==> src/rtl/pipe_control_unit_if.sv <==
// Bus between the ID-stage driver and the pipelined control unit: instruction in,
// per-slot enable/flush, decoded and registered control bundles out.
interface pipe_control_unit_if #(
    parameter int STAGES = 3,
    parameter int CW     = 24
);
    logic [31:0]        instr;
    logic               instr_valid;
    logic [STAGES-1:0]  en;
    logic [STAGES-1:0]  flush;
    logic [CW-1:0]      dec_ctrl;
    logic [STAGES*CW-1:0] stage_ctrl;
    logic               hazard;
    logic               iREN;
    logic               halted;

    modport master (
        output instr, instr_valid, en, flush,
        input  dec_ctrl, stage_ctrl, hazard, iREN, halted
    );

    modport slave (
        input  instr, instr_valid, en, flush,
        output dec_ctrl, stage_ctrl, hazard, iREN, halted
    );
endinterface

==> src/rtl/pipe_control_unit.sv <==
// MIPS control decode plus STAGES registered control slots with per-slot enable/flush,
// load-use hazard detection against slot 0 and a sticky halt that gates fetch.
module pipe_control_unit #(
    parameter int STAGES = 3,
    parameter int CW     = 24
) (
    input logic                CLK,
    input logic                nRST,
    pipe_control_unit_if.slave bus
);
    localparam logic [5:0] OP_RTYPE = 6'h00, OP_J     = 6'h02, OP_JAL   = 6'h03;
    localparam logic [5:0] OP_BEQ   = 6'h04, OP_BNE   = 6'h05, OP_ADDI  = 6'h08;
    localparam logic [5:0] OP_ADDIU = 6'h09, OP_SLTI  = 6'h0a, OP_SLTIU = 6'h0b;
    localparam logic [5:0] OP_ANDI  = 6'h0c, OP_ORI   = 6'h0d, OP_XORI  = 6'h0e;
    localparam logic [5:0] OP_LUI   = 6'h0f, OP_LW    = 6'h23, OP_SW    = 6'h2b;
    localparam logic [5:0] OP_HALT  = 6'h3f;

    localparam logic [5:0] FN_SLLV = 6'h04, FN_SRLV = 6'h06, FN_JR   = 6'h08;
    localparam logic [5:0] FN_ADD  = 6'h20, FN_ADDU = 6'h21, FN_SUB  = 6'h22;
    localparam logic [5:0] FN_SUBU = 6'h23, FN_AND  = 6'h24, FN_OR   = 6'h25;
    localparam logic [5:0] FN_XOR  = 6'h26, FN_NOR  = 6'h27, FN_SLT  = 6'h2a;
    localparam logic [5:0] FN_SLTU = 6'h2b;

    localparam logic [3:0] ALU_SLL = 4'd0, ALU_SRL = 4'd1, ALU_ADD = 4'd2, ALU_SUB  = 4'd3;
    localparam logic [3:0] ALU_AND = 4'd4, ALU_OR  = 4'd5, ALU_XOR = 4'd6, ALU_NOR  = 4'd7;
    localparam logic [3:0] ALU_SLT = 4'd8, ALU_SLTU = 4'd9;

    localparam int B_VALID = 0, B_DREN = 2, B_HALT = 5;

    logic [5:0] op, fn;
    logic [4:0] rs, rt, rd;
    assign op = bus.instr[31:26];
    assign rs = bus.instr[25:21];
    assign rt = bus.instr[20:16];
    assign rd = bus.instr[15:11];
    assign fn = bus.instr[5:0];

    logic       regwr, dren, dwen, alusrc, hlt, bne;
    logic [1:0] extop, memtoreg, pcsrc;
    logic [3:0] aluop;
    logic [4:0] wsel;

    always_comb begin
        regwr = 1'b0; dren = 1'b0; dwen = 1'b0; alusrc = 1'b0; hlt = 1'b0; bne = 1'b0;
        extop = 2'b00; memtoreg = 2'b00; pcsrc = 2'b00; aluop = ALU_SLL; wsel = 5'd0;
        case (op)
            OP_RTYPE: begin
                wsel  = rd;
                regwr = 1'b1;
                case (fn)
                    FN_SLLV:         aluop = ALU_SLL;
                    FN_SRLV:         aluop = ALU_SRL;
                    FN_ADD, FN_ADDU: aluop = ALU_ADD;
                    FN_SUB, FN_SUBU: aluop = ALU_SUB;
                    FN_AND:          aluop = ALU_AND;
                    FN_OR:           aluop = ALU_OR;
                    FN_XOR:          aluop = ALU_XOR;
                    FN_NOR:          aluop = ALU_NOR;
                    FN_SLT:          aluop = ALU_SLT;
                    FN_SLTU:         aluop = ALU_SLTU;
                    FN_JR: begin
                        pcsrc = 2'b11;
                        regwr = 1'b0;
                    end
                    default: begin
                        regwr = 1'b0;
                        wsel  = 5'd0;
                    end
                endcase
            end
            OP_ADDI, OP_ADDIU, OP_SLTI, OP_SLTIU, OP_ANDI, OP_ORI, OP_XORI: begin
                alusrc = 1'b1;
                regwr  = 1'b1;
                wsel   = rt;
                case (op)
                    OP_ADDI, OP_ADDIU: begin aluop = ALU_ADD;  extop = 2'b01; end
                    OP_SLTI:           begin aluop = ALU_SLT;  extop = 2'b01; end
                    OP_SLTIU:          begin aluop = ALU_SLTU; extop = 2'b01; end
                    OP_ANDI:           aluop = ALU_AND;
                    OP_ORI:            aluop = ALU_OR;
                    default:           aluop = ALU_XOR;
                endcase
            end
            OP_LUI: begin
                extop = 2'b10; alusrc = 1'b1; regwr = 1'b1; wsel = rt;
            end
            OP_LW: begin
                dren = 1'b1; memtoreg = 2'b01; aluop = ALU_ADD; alusrc = 1'b1;
                extop = 2'b01; regwr = 1'b1; wsel = rt;
            end
            OP_SW: begin
                dwen = 1'b1; aluop = ALU_ADD; alusrc = 1'b1; extop = 2'b01;
            end
            OP_BEQ, OP_BNE: begin
                pcsrc = 2'b01; aluop = ALU_SUB; extop = 2'b01; bne = (op == OP_BNE);
            end
            OP_J:    pcsrc = 2'b10;
            OP_JAL: begin
                pcsrc = 2'b10; regwr = 1'b1; wsel = 5'd31; memtoreg = 2'b10;
            end
            OP_HALT: hlt = 1'b1;
            default: ;
        endcase
    end

    logic [CW-1:0] dec;
    always_comb begin
        dec = '0;
        if (bus.instr_valid) begin
            dec[0]     = 1'b1;
            dec[1]     = regwr && (wsel != 5'd0);
            dec[2]     = dren;
            dec[3]     = dwen;
            dec[4]     = alusrc;
            dec[5]     = hlt;
            dec[7:6]   = extop;
            dec[9:8]   = memtoreg;
            dec[11:10] = pcsrc;
            dec[12]    = bne;
            dec[16:13] = aluop;
            dec[21:17] = wsel;
        end
    end
    assign bus.dec_ctrl = dec;

    logic [CW-1:0] slot_q [STAGES];
    logic [CW-1:0] src    [STAGES];
    logic          reads_rs, reads_rt, hazard;

    assign reads_rs = !(op == OP_J || op == OP_JAL || op == OP_LUI || op == OP_HALT);
    assign reads_rt = (op == OP_RTYPE || op == OP_BEQ || op == OP_BNE || op == OP_SW);

    always_comb begin
        hazard = 1'b0;
        if (bus.instr_valid && slot_q[0][B_VALID] && slot_q[0][B_DREN]
            && slot_q[0][21:17] != 5'd0) begin
            hazard = (reads_rs && rs == slot_q[0][21:17])
                  || (reads_rt && rt == slot_q[0][21:17]);
        end
    end
    assign bus.hazard = hazard;

    // A stalled ID instruction enters slot 0 as a bubble while the load completes.
    always_comb begin
        src[0] = hazard ? '0 : dec;
        for (int k = 1; k < STAGES; k++) src[k] = slot_q[k-1];
    end

    always_ff @(posedge CLK or negedge nRST) begin
        if (!nRST) begin
            for (int k = 0; k < STAGES; k++) slot_q[k] <= '0;
        end else begin
            for (int k = 0; k < STAGES; k++) begin
                if (bus.flush[k])   slot_q[k] <= '0;
                else if (bus.en[k]) slot_q[k] <= src[k];
            end
        end
    end

    for (genvar k = 0; k < STAGES; k++) begin : g_out
        assign bus.stage_ctrl[k*CW +: CW] = slot_q[k];
    end

    logic halt_any, halted_q;
    always_comb begin
        halt_any = 1'b0;
        for (int k = 0; k < STAGES; k++) begin
            halt_any = halt_any | (slot_q[k][B_VALID] & slot_q[k][B_HALT]);
        end
    end

    always_ff @(posedge CLK or negedge nRST) begin
        if (!nRST) halted_q <= 1'b0;
        else if (slot_q[STAGES-1][B_VALID] && slot_q[STAGES-1][B_HALT]) halted_q <= 1'b1;
    end

    assign bus.halted = halted_q;
    assign bus.iREN   = !(halted_q || halt_any || dec[B_HALT]);
endmodule

==> src/flat_wrapper.sv <==
// flat-port wrapper written by rule: the top's interface ports become plain ports
module pipe_control_unit_flat 
#(
    parameter int STAGES = 3,
    parameter int CW     = 24
)
  (CLK, nRST, bus_instr, bus_instr_valid, bus_en, bus_flush, bus_dec_ctrl, bus_stage_ctrl, bus_hazard, bus_iREN, bus_halted);
  pipe_control_unit_if #(.STAGES(STAGES), .CW(CW)) bus_i ();
  input logic CLK;
  input logic nRST;
  input wire logic [$bits(bus_i.instr)-1:0] bus_instr;
  input wire logic [$bits(bus_i.instr_valid)-1:0] bus_instr_valid;
  input wire logic [$bits(bus_i.en)-1:0] bus_en;
  input wire logic [$bits(bus_i.flush)-1:0] bus_flush;
  output wire logic [$bits(bus_i.dec_ctrl)-1:0] bus_dec_ctrl;
  output wire logic [$bits(bus_i.stage_ctrl)-1:0] bus_stage_ctrl;
  output wire logic [$bits(bus_i.hazard)-1:0] bus_hazard;
  output wire logic [$bits(bus_i.iREN)-1:0] bus_iREN;
  output wire logic [$bits(bus_i.halted)-1:0] bus_halted;
  assign bus_i.instr = bus_instr;
  assign bus_i.instr_valid = bus_instr_valid;
  assign bus_i.en = bus_en;
  assign bus_i.flush = bus_flush;
  assign bus_dec_ctrl = bus_i.dec_ctrl;
  assign bus_stage_ctrl = bus_i.stage_ctrl;
  assign bus_hazard = bus_i.hazard;
  assign bus_iREN = bus_i.iREN;
  assign bus_halted = bus_i.halted;
  pipe_control_unit #(.STAGES(STAGES), .CW(CW)) u_core (.CLK(CLK), .nRST(nRST), .bus(bus_i));
endmodule
==> config.mk <==
export PLATFORM = sky130hd
export DESIGN_NAME = pipe_control_unit_flat
export DESIGN_NICKNAME = d
export VERILOG_FILES = /design/src/rtl/pipe_control_unit_if.sv /design/src/rtl/pipe_control_unit.sv /design/src/flat_wrapper.sv
export SDC_FILE = /design/constraint.sdc
export NUM_CORES = 1
export LEC_CHECK = 0
export ABC_AREA = 1
export BUFFER_PORTS_ARGS = -buffer_cell sky130_fd_sc_hd__buf_2
export CAP_MARGIN = 25
export CORE_ASPECT_RATIO = 0.75
export CORE_MARGIN = 2
export CORE_UTILIZATION = 49
export DETAILED_ROUTE_END_ITERATION = 16
export MAX_ROUTING_LAYER = met4
export PLACE_DENSITY = 0.81
export SETUP_SLACK_MARGIN = 0.4
export SKIP_LAST_GASP = 1
export SYNTH_ARGS = -nofsm -noshare
export SYNTH_HDL_FRONTEND = slang
export SYNTH_SLANG_ARGS = --single-unit
==> constraint.sdc <==
create_clock -name CLK -period 1.87 [get_ports CLK]
set_clock_uncertainty 0.05 [all_clocks]
set_input_delay 0.2805 -clock CLK [delete_from_list [all_inputs] [get_ports CLK]]
set_output_delay 0.2805 -clock CLK [all_outputs]
set_load 0.05 [all_outputs]
==> results of run 1 <==
==> flip-flops by register name, summed over array words and instances, names as in the netlist <==
name                   cells
u_core.bus.stage_ctrl     66
u_core.bus.halted          1
==> tightest hold or removal path, cell delays in order <==
cell	delay (ps)
buf_2	110
nand3_1	80
o21ai_0	70
==> synthesized netlist by cell type, drive strengths merged (5+ instances only) <==
library cell / instances / area (sq um)
inv: 103 / 387
dfrtp: 67 / 1680
o22ai: 58 / 419
nor2: 50 / 213
nand2: 41 / 184
nand3: 17 / 100
o21ai: 14 / 73.8
clkbuf: 12 / 45.0
a21oi: 11 / 55.1
buf: 10 / 87.6
xor2: 5 / 43.8
==> power breakdown <==
part,switching [W],internal [W]
sequential,0.0000113,0.00146
combinational,0.000518,0.000311
clock,0.000615,0.000657
total,0.00114,0.00243
==> metal layers <==
metal / part of all wire [%] / global-route usage, % / vias up
met4: 7.7 / 12.2 / 0
met3: 12 / 8.48 / 162
met1: 33 / 44.4 / 2184
met2: 47 / 62.2 / 503
li1: - / - / 1793
met5: 0 / - / -
==> metrics by stage <==
step	cells	hold slack, ps
CTS	727	179
global placement	684	143
detailed placement	684	141
finish	738	179
floorplan	421	-65.1
global route	738	210
==> worst max path at each step <==
stage                     slack [ps]              end                             startpoint
after global placement          -220  bus_dec_ctrl[1]                          bus_instr[29]
after floorplan                  120       bus_hazard  u_core.bus.stage_ctrl[17]$_DFFE_PN0P_
after CTS                       -200       bus_hazard  u_core.bus.stage_ctrl[17]$_DFFE_PN0P_
after detailed placement        -260  bus_dec_ctrl[1]                           bus_instr[1]
after global routing            -410       bus_hazard  u_core.bus.stage_ctrl[18]$_DFFE_PN0P_
final                           -350       bus_hazard  u_core.bus.stage_ctrl[18]$_DFFE_PN0P_
==> cell usage in the layout, fill, tap and decap left out, types with 9 or more instances in the layout <==
cell / instances
buf_2: 92
buf_6: 35
inv_2: 13
nand2_1: 12
buf_8: 17
inv_1: 75
clkbuf_8: 10
nand2_2: 19
o22ai_2: 12
dfrtp_2: 9
nor2_2: 14
dfrtp_1: 58
nor2_4: 29
buf_4: 87
inv_4: 10
o22ai_1: 43
==> what timing repair did <==
action | in CTS | in global routing
cloned | 1 | 0
endpoints found under the setup margin | 45 | 46
hold endpoints to repair | 12 | 0
resized for setup | 182 | 60
hold buffers | 1 | 0
buffers inserted | 25 | 11
pin swaps | 45 | 35
==> final cells by class <==
| class | instances | area, sq um | share of cell area (%) |
|---|---|---|---|
| Multi-Input combinational cell | 230 | 1980 | 31.4 |
| Timing Repair Buffer | 238 | 1890 | 30.0 |
| Sequential cell | 67 | 1690 | 26.7 |
| Inverter | 103 | 442 | 7.00 |
| Clock buffer | 11 | 141 | 2.24 |
| Tap cell | 84 | 105 | 1.67 |
| Clock inverter | 5 | 62.6 | 0.991 |
==> logic make-up (layout without fill, tap and decap cells) <==
group,count (synthesis),count (layout),share of synthesized area [%]
buf+inv,125,357,14.9
compound gates,90,90,17.5
other cells,1,8,0.108
flops,67,67,48.2
xor+xnor,9,9,2.27
simple gates,122,123,16.9
==> impl_results.md, run 1 <==
* Hold endpoint: u_core.bus.stage_ctrl[25]$_DFFE_PN0P_
* Clock Tree Buf Depth at 2
* Port Buf Inserts at 126
* Critical path class: flop to primary output
* Initial detailed-routing violation count at 501
* # nets final at 690
* Post-Syn Area at 3480 sq um
* Outcome: complete, but fails checks
* Cell chain of the critical path: xnor2_2, nand2_2, nor3_4, nand3b_1, nand2_2, nand2_4, clkinvlp_4, buf_8
* Max-slew violations at 0
* Via density at 6.29
* Failing checks: negative setup slack
* Number of max-cap violations at 0
* Total number of H-tree levels at 3
* Vias in the first global route at 4216
* Cts bufs inserted at 9
* TritonRoute pass-1 iters at 6
* Post-synthesis sequential area ratio at 48.2%
* Largest net degree at the start of global routing at 47
* Period utilisation layout at 119%
* Initial antenna violation count at 0
* Post-synth ARST share at 100%
* Max_slew headroom at 65.7%
* Buffers and inverters on the worst path at 2
* Area of the core at 6830 sq um
* Synth-to-layout area growth at 81.5%
* Final wirelength at 17100 microns
* Pwr Density at 566 nW/um^2
* R2R depth at 11
* Max Fanout on Critical Path at 4
* I/O pins at 140
* WP data arrival at 1890 ps
* Min cycle time layout at 2220 ps
* Global-route congestion overflow total at 0
* Worst path slowest cell: dfrtp_2
* Later-pin clock latency in the skew report at 360 ps
* Slew @ Worst Pin at 515 ps
* Most frequent CP cell: nand2_2
* Placed Area at 4940 sq um
* Leak at 3.05 nW
* VDD IR max at 0.646 mV
* RR Startpoint: u_core.bus.stage_ctrl[17]$_DFFE_PN0P_
* Antenna Cells at 0
* Tot GR Track Use at 37.2%
* FF-to-FF End: u_core.bus.stage_ctrl[14]$_DFFE_PN0P_
* CP top delay family: simple AND/OR/NAND/NOR gates
* DR vias at 4642
* Chip height at 76.9 microns
* Util after Layout at 92.4%
* Die area at 7790 sq um
* EDFF count, synth at 0
* CP Depth at 8
* Final Cell Area at 6310 sq um
* Reg-to-reg setup timing slack at -230 ps
* # rows at 26
* Synth warnings at 0
* Final Hold Viols at 0
* Root Buffer: clkbuf_8
* Final setup violation count at 35
* Cells after Synth at 414
* Setup TNS at -4100 ps
* Sink Count at 67
* Share of layout cells above drive strength 1 at 63.8%
* First-pass GRT wire length at 21500 microns
* Unrepaired setup endpoints after global routing: yes
* Fin worst setup slack at -350 ps
* Hold depth at 3
* GP Congestion at 0.918
* CTS tree: done
* Count of state elements after synthesis at 67
* CP required at 1540 ps
* DRC viols at 0
* Final HPWL DP at 8480 microns
* Max Fclk at 451 MHz
* Layout fillers at 240
* DR WL/cell at 23.2 microns
* ANT nets after route at 0
* Main synth FF type: dfrtp_1
* Design Power at 0.00357 W
* Crit-path max cell delay at 450 ps
* HP Start: bus_en[1]
* Clock transition at the register clock pins on the worst setup and hold paths after CTS at 70 ps
* Critical Path Sink Type: primary output
* Initial Util at 50.9%
* Startpoint types: flop
* Pre-CTS WS at -262 ps
* Die Wd at 101 microns
* Min-Delay Path Class: primary input to flop
* Netlist cell types at 38
* Avg Cell Area, Syn at 8.40 sq um
Note: power is estimated with default switching activity, not from simulation.
==> inputs of run 2 (changes only) <==
--- a/config.mk
+++ b/config.mk
@@ -8,13 +8,14 @@
 export ABC_AREA = 1
 export BUFFER_PORTS_ARGS = -buffer_cell sky130_fd_sc_hd__buf_2
 export CAP_MARGIN = 25
-export CORE_ASPECT_RATIO = 0.75
+export CORE_ASPECT_RATIO = 1.75
 export CORE_MARGIN = 2
 export CORE_UTILIZATION = 49
 export DETAILED_ROUTE_END_ITERATION = 16
 export MAX_ROUTING_LAYER = met4
 export PLACE_DENSITY = 0.81
 export SETUP_SLACK_MARGIN = 0.4
+export SKIP_CTS_REPAIR_TIMING = 1
 export SKIP_LAST_GASP = 1
 export SYNTH_ARGS = -nofsm -noshare
 export SYNTH_HDL_FRONTEND = slang
==> impl_results.md, run 2 (synthesis results as in run 1) <==
* Outcome: complete, but fails checks
* Failing checks: negative setup slack
* # nets final at 663 (-3.9%)
* Internal power at 0.00276 W (+14%)
* CP required at 1540 ps (about the same)
* Cts bufs inserted at 9 (unchanged)
* Chip height at 115 microns (+50%)
* Commonest non-fill, non-tap cells in the layout: 95 x buf_2, 80 x inv_1, 65 x buf_4
* Initial antenna violation count at 0 (unchanged)
* Final setup violation count at 31 (-11%)
* Worst path slowest cell: dfrtp_2
* Critical path class: flop to primary output
* Vias in the first global route at 3580 (-15%)
* Cell chain of the critical path: xnor2_1, nand2_1, nor3_2, buf_4, nand3b_1, nand2_2, nand2_4, clkinvlp_4, buf_8
* Max Fclk at 438 MHz (-2.7%)
* Period utilisation layout at 122% (+3.3 points)
* Switching power at 0.00105 W (-7.9%)
* Die Wd at 67.7 microns (-33%)
* Antenna Cells at 0 (unchanged)
* Final HPWL DP at 8340 microns (-1.7%)
* VDD IR max at 0.506 mV (-22%)
* Share of layout cells above drive strength 1 at 59.6% (-4.1 points)
* FF-to-FF End: u_core.bus.stage_ctrl[5]$_DFFE_PN0P_
* ANT nets after route at 0 (unchanged)
* Slew @ Worst Pin at 978 ps (+464 ps)
* Max_slew headroom at 34.7% (-31 points)
* Final Cell Area at 6080 sq um (-3.6%)
* Fin worst setup slack at -411 ps (-61.6 ps)
* Root Buffer: clkbuf_16
* GP Congestion at 0.883 (-3.8%)
* Most common cell after layout, fill and taps aside: buf_2
* DRC viols at 0 (unchanged)
* Total number of H-tree levels at 3 (unchanged)
* Placed Area at 4910 sq um (-0.61%)
* Largest net degree at the start of global routing at 30 (-36%)
* Min cycle time layout at 2280 ps (+61.6 ps)
* Max Fanout on Critical Path at 3 (-1)
* Sink Count at 67 (unchanged)
* R2R depth at 11 (unchanged)
* First-pass GRT wire length at 16800 microns (-22%)
* Sequential share of power at 38.6% (-2.6 points)
* Util after Layout at 88.7% (-3.7 points)
* Global-route congestion overflow total at 0 (unchanged)
* Pre-CTS WS at -282 ps (-20.3 ps)
* Crit-path max cell delay at 430 ps (-20 ps)
* Clock transition at the register clock pins on the worst setup and hold paths after CTS at 50 ps (-20 ps)
* Design Power at 0.00382 W (+6.9%)
* Synth-to-layout area growth at 74.9%
* Min-Delay Path Class: primary input to flop
* Port Buf Inserts at 126 (unchanged)
* Initial detailed-routing violation count at 420 (-16%)
* Pwr Density at 628 nW/um^2 (+11%)
* Die area at 7810 sq um (+0.25%)
* Initial Util at 50.7% (-0.19 points)
* Startpoint types: flop
* CTS tree: done
* Unrepaired setup endpoints after global routing: yes
* RR Startpoint: u_core.bus.stage_ctrl[17]$_DFFE_PN0P_
* Power share of the clock group at 42.5% (+6.9 points)
* HP Start: bus_en[1]
* Clock Tree Buf Depth at 2 (unchanged)
* Leak at 2.95 nW (-3.3%)
* Critical Path Sink Type: primary output
* DR vias at 3975 (-14%)
* Hold WS at 203 ps (+24.8 ps)
* Later-pin clock latency in the skew report at 330 ps (-30 ps)
* Final wirelength at 14000 microns (-18%)
* I/O pins at 140 (unchanged)
* Tot GR Track Use at 30.0% (-7.2 points)
* Logic gate share of total power at 19.0% (-4.2 points)
* Reg-to-reg setup timing slack at -220 ps (about the same)
* Number of flip-flops in the largest register at 66 (unchanged)
* Hold depth at 3 (unchanged)
* WP data arrival at 1950 ps (+60 ps)
* Via density at 5.59 (-11%)
* Final Hold Viols at 0 (unchanged)
* Number of max-cap violations at 0 (unchanged)
* Hold endpoint: u_core.bus.stage_ctrl[25]$_DFFE_PN0P_
* Switching Share at 27.6% (-4.4 points)
* DR WL/cell at 19.7 microns (-15%)
* Area of the core at 6860 sq um (+0.37%)
* TritonRoute pass-1 iters at 7 (+1)
* Max-slew violations at 0 (unchanged)
* # rows at 40 (+54%)
-- run 2: metal layers --
metal | GRT usage [%] | routed length (microns) | vias up
met5 | - | 0 | -
met4 | 16.1 | 919 | 0
met3 | 3.98 | 757 | 71
met2 | 53.4 | 7830 | 254
met1 | 30.7 | 4470 | 1911
li1 | - | - | 1739
-- run 2: how the worst max path moves through the flow --
stage                                     startpoint               to  slack (ps)
2_1_floorplan  u_core.bus.stage_ctrl[17]$_DFFE_PN0P_       bus_hazard         120
5_1_grt        u_core.bus.stage_ctrl[17]$_DFFE_PN0P_       bus_hazard        -470
3_5_place_dp                           bus_instr[29]  bus_dec_ctrl[1]        -280
6_report       u_core.bus.stage_ctrl[17]$_DFFE_PN0P_       bus_hazard        -410
3_3_place_gp                           bus_instr[29]  bus_dec_ctrl[1]        -230
4_1_cts        u_core.bus.stage_ctrl[18]$_DFFE_PN0P_       bus_hazard        -510
-- run 2: cell type report --
cell class	instances	area, sq um
timing repair buffer	211	1640
clock buffer	15	288
sequential	67	1690
inverter	103	434
multi-input combinational	230	1920
clock inverter	1	5.00
fill	281	777
tap	84	105
-- run 2: metrics by stage --
stage | cells | setup TNS [ps]
6_report | 711 | -4370
5_1_grt | 711 | -6460
4_1_cts | 696 | -4630
3_5_place_dp | 680 | -3850
3_3_place_gp | 680 | -3120
2_1_floorplan | 421 | 0
-- run 2: power by group through the flow --
stage	clock network [W]	logic [W]	registers, W
after floorplan	0	0.000291	0.00154
after global placement	0	0.000547	0.00150
after detailed placement	0	0.000556	0.00150
after CTS	0.00162	0.000559	0.00147
after global routing	0.00168	0.000759	0.00147
final	0.00162	0.000724	0.00147
-- run 2: worst max-delay path, delay by kind of cell, from the launching register on --
kind	cells	cell delay, ps
xor+xnor	1	230
simple gates	5	590
buf+inv	3	380
flops	1	430
